===== config.mk =====
export PLATFORM = sky130hd
export DESIGN_NAME = _ser2par_en
export DESIGN_NICKNAME = d
export VERILOG_FILES = /design/src/rtl/_ser2par_en.sv
export SDC_FILE = /design/constraint.sdc
export NUM_CORES = 1
export LEC_CHECK = 0
export CORE_MARGIN = 4
export CORE_UTILIZATION = 49
export DETAILED_ROUTE_END_ITERATION = 6
export GPL_ROUTABILITY_DRIVEN = 1
export PLACE_DENSITY = 0.77
export SYNTH_ARGS = -nofsm -noshare
export SYNTH_HDL_FRONTEND = slang
export SYNTH_SLANG_ARGS = --single-unit

===== constraint.sdc =====
create_clock -name clk -period 2.13 [get_ports clk]
set_clock_uncertainty 0.05 [all_clocks]
set_input_delay 0.5325 -clock clk [delete_from_list [all_inputs] [get_ports clk]]
set_output_delay 0.5325 -clock clk [all_outputs]
set_load 0.005 [all_outputs]

===== src/rtl/_ser2par_en.sv =====
// Serial-in/parallel-out collector: gathers WIDTH strobed bits and presents the
// completed word on p_out with a one-cycle load_en for downstream enable-flops.
module _ser2par_en #(
   parameter int WIDTH     = 8,
   parameter int CNT_W     = 4,
   parameter bit MSB_FIRST = 1'b1
) (
   input  logic             clk,
   input  logic             reset_n,
   input  logic             start,
   input  logic             en,
   input  logic             s_in,
   input  logic             abort,
   output logic [WIDTH-1:0] p_out,
   output logic             load_en,
   output logic             busy,
   output logic [CNT_W-1:0] cnt
);

   typedef enum logic [1:0] {IDLE, SHIFT, DONE} state_t;

   localparam logic [CNT_W-1:0] CNT_LAST = CNT_W'(WIDTH - 1);
   localparam logic [CNT_W-1:0] CNT_FULL = CNT_W'(WIDTH);
   localparam logic [CNT_W-1:0] CNT_ONE  = CNT_W'(1);

   state_t           state, state_nxt;
   logic [WIDTH-1:0] sr, sr_nxt, p_out_nxt;
   logic [CNT_W-1:0] cnt_nxt;

   function automatic logic [WIDTH-1:0] shift_in(input logic [WIDTH-1:0] r, input logic b);
      if (MSB_FIRST)
         return {r[WIDTH-2:0], b};
      else
         return {b, r[WIDTH-1:1]};
   endfunction

   always_ff @(posedge clk or negedge reset_n) begin
      if (!reset_n) begin
         state <= IDLE;
         sr    <= '0;
         cnt   <= '0;
         p_out <= '0;
      end else begin
         state <= state_nxt;
         sr    <= sr_nxt;
         cnt   <= cnt_nxt;
         p_out <= p_out_nxt;
      end
   end

   always_comb begin
      state_nxt = state;
      sr_nxt    = sr;
      cnt_nxt   = cnt;
      p_out_nxt = p_out;
      load_en   = 1'b0;
      busy      = 1'b0;
      case (state)
         IDLE: begin
            // start also wins over a simultaneous abort here
            if (start) begin
               state_nxt = SHIFT;
               sr_nxt    = '0;
               cnt_nxt   = '0;
            end
         end
         SHIFT: begin
            busy = 1'b1;
            if (abort) begin
               state_nxt = IDLE;
               cnt_nxt   = '0;
            end else if (en) begin
               sr_nxt  = shift_in(sr, s_in);
               cnt_nxt = cnt + CNT_ONE;
               if (cnt == CNT_LAST) begin
                  p_out_nxt = shift_in(sr, s_in);
                  cnt_nxt   = CNT_FULL;
                  state_nxt = DONE;
               end
            end
         end
         DONE: begin
            load_en = 1'b1;
            cnt_nxt = '0;
            // a start here chains the next word without an idle cycle
            if (start) begin
               state_nxt = SHIFT;
               sr_nxt    = '0;
            end else begin
               state_nxt = IDLE;
            end
         end
         default: begin
            state_nxt = IDLE;
            cnt_nxt   = '0;
         end
      endcase
   end

endmodule


==> results of run 1 <==
[cell type report]
class | count | area, µm² | area share (%)
clock buffer | 3 | 22.52 | 1.809
timing repair buffer | 24 | 227.7 | 18.29
multi-input combinational | 54 | 430.4 | 34.57
clock inverter | 1 | 5.005 | 0.4020
tap | 27 | 33.78 | 2.714
sequential | 21 | 525.5 | 42.21
[power by group through the flow]
| stage | clock network, µW | logic [µW] | registers [µW] |
|---|---|---|---|
| finish | 179 | 125 | 491 |
| global route | 203 | 142 | 502 |
| CTS | 188 | 127 | 492 |
| detailed placement | 0 | 126 | 499 |
| global placement | 0 | 122 | 495 |
| floorplan | 0 | 84.3 | 484 |
[cell families (layout without fill, tap and decap cells)]
kind of cell | count (synthesis) | after routing | synth area share (%)
DFF | 21 | 21 | 52.90
AOI/OAI and AO/OA | 15 | 15 | 12.85
and+or+nand+nor | 29 | 29 | 16.00
buffers and inverters | 4 | 28 | 3.778
adders and majority gates | 1 | 1 | 1.259
muxes | 9 | 9 | 13.22
[per-stage QoR]
step	power, µW	instances
global route	846.0	130
global placement	617.0	126
detailed placement	625.0	126
CTS	805.8	130
finish	795.6	130
floorplan	568.3	79
[cell usage in the layout, fill, tap and decap left out, types with 2 or more instances in the layout]
cell type        synthesis  layout
dfrtp_1                 21      21
clkdlybuf4s50_1          0      19
mux2_4                   8       8
nor2_1                   8       8
nand2_1                  7       7
a221o_1                  7       7
buf_4                    0       5
nand3_1                  3       3
clkbuf_4                 0       3
nor4b_1                  2       2
o21ai_0                  2       2
a22o_1                   2       2
[flip-flops by register name, summed over array words and instances (netlist names)]
name and flops:
cnt 4, sr 7, state 2, p_out 8
[layer usage]
metal | vias up | part of all wire, %
met4 | 0 | 1.0
met2 | 19 | 44
met5 | - | 0
li1 | 342 | -
met1 | 335 | 50
met3 | 2 | 5.1
[path summary, 6_finish.rpt]
check	startpoint	slack [ns]	endpoint
worst max register to register	cnt[0]	0.16	p_out[0]
worst max-delay path	state[1]	0.06	busy
worst min-delay path	p_out[7]	0.47	p_out[7]
max in group asynchronous	reset_n	1.32	p_out[7]
min in group asynchronous	reset_n	0.51	sr[3]
worst min register to register	p_out[7]	0.47	p_out[7]
==> flow_summary.yaml, run 1 <==
sta:
  fin_tns_setup_ns: 0
  rsz0062_at_grt: "false"
  post-route-period-util_pct: 97.04
  hold_ws_ns: 0.4699
  finalHoldViolCount: 0
  worst_pin_slew_ns: 0.5404
  period_minus_slack_ns: 2.067
  finalSetupViolCount: 0
  max-slew-margin-rel_pct: 63.97
  fmax_ghz: 0.4838
  fin_ws_ns: 0.06310
  slew_viol_final: 0
critical_path:
  setup.worst_path.class: "reg -> out"
  cp_slowest_cell: "clkdlybuf4s50_1"
  arrival_ns: 1.48
  cp-end-kind: "primary output"
  worstPathCellList: "and2b_1 > clkdlybuf4s50_1"
  max_stage_delay_ns: 0.50
  cp-start-kind: "flop"
  r2r_cells: 4
  worst-path-buf-inv: 1
  cp.depth: 2
  cp_top_family: "buffers and inverters"
  critPathRequiredTime_ns: 1.55
  path_max_fanout: 7
routing:
  num_vias: 698
  wirelength_mm: 1.773
  vias_per_cell: 5.369
  postRouteAntennaNets: 0
  dr.first_iter.drc_count: 12
  wl_per_cell_um: 13.64
  drt_first_pass_iters: 4
  drcViolationCount: 0
place:
  place_hpwl_mm: 1.280
  placedInstanceArea_um2: 1217
  io_buffers: 19
  post-place-ws_ns: -0.1433
  gp_congestion: 0.7385
min_path:
  holdPathStages: 1
  hp-class: "reg -> reg"
floorplan:
  ios: 20
  start_util_pct: 51.16
  design.core.area_um2: 1942
  dieArea_um2: 2812
  die_w_um: 53.03
  num_rows: 16
  die_h_um: 53.03
synth:
  synth_cell_type_count: 26
  yosysTopAreaCell: "dfrtp_1"
  ys.flop_type: "dfrtp_1"
  syn-num-nets: 86
  yosysMostFrequentCell: "dfrtp_1"
  synth_area_leaders: "dfrtp_1, mux2_4, a221o_1"
  ys_warn_count: 0
  ys_seq_area_share_pct: 52.90
  synthCells: 79
  synth-seq-cells: 21
  synth_edf_count: 0
  synth.top_cell.area_share_pct: 52.90
  synthArstFlopShare_pct: 100.0
  syn_area_per_cell_um2: 12.58
  netlist_area_um2: 993.5
  ys_top_cells_by_count: "dfrtp_1, mux2_4, nor2_1"
pwr:
  seq_power_share_pct: 61.8
  switching_power_uw: 211.2
  total_leakage_power_uw: 0.0005747
  power_density_nw_per_um2: 639.1
  p_int_uw: 584.4
  p_clk_share_pct: 22.5
  switching_share_pct: 26.54
  comb_power_share_pct: 15.7
  ir_drop_uv: 439.2
cts:
  ctsHoldBuffers: 0
  cts_max_level: 1
  cts_setup_buffers: 0
  cts_max_path_buffers: 2
  clk_pin_slew_worst_paths_ns: 0.11
  cts_resized: 0
  cts_root_buf: "clkbuf_4"
  cts_tree: "built"
  cts_made_buffers: 3
  insertion_delay_ns: 0.29
  clock_sinks: 21
global_route:
  grt_pass1_vias: 689
  antenna_found_initial: 0
  grt_pass1_wl_mm: 3.153
  grt_usage_pct: 15.71
  globalRouteMet1Util_pct: 23.30
  busiest_layer: "met1"
  met2_usage_pct: 21.90
  grt.overflow.total: 0
  grt_max_degree: 22
  grt.met3_usage_pct: 2.535
finish:
  fin_util_pct: 64.11
  area_growth_pct: 25.31
  finalNetCount: 111
  fillers: 173
  drive_above_1_share_pct: 19.42
  fin_area_um2: 1245
  antenna_cells: 0
flow_run:
  maxCapViolCount: 0
run_status:
  status: "finished clean"
Note: power is estimated with default switching activity, not from simulation.
==> run 2: changes to the inputs <==
- GPL_ROUTABILITY_DRIVEN: 1 -> default
- SKIP_LAST_GASP: default -> 1
==> results of run 2 <==
Same layout as run 1: the final DEF is identical, and so are final timing and power.
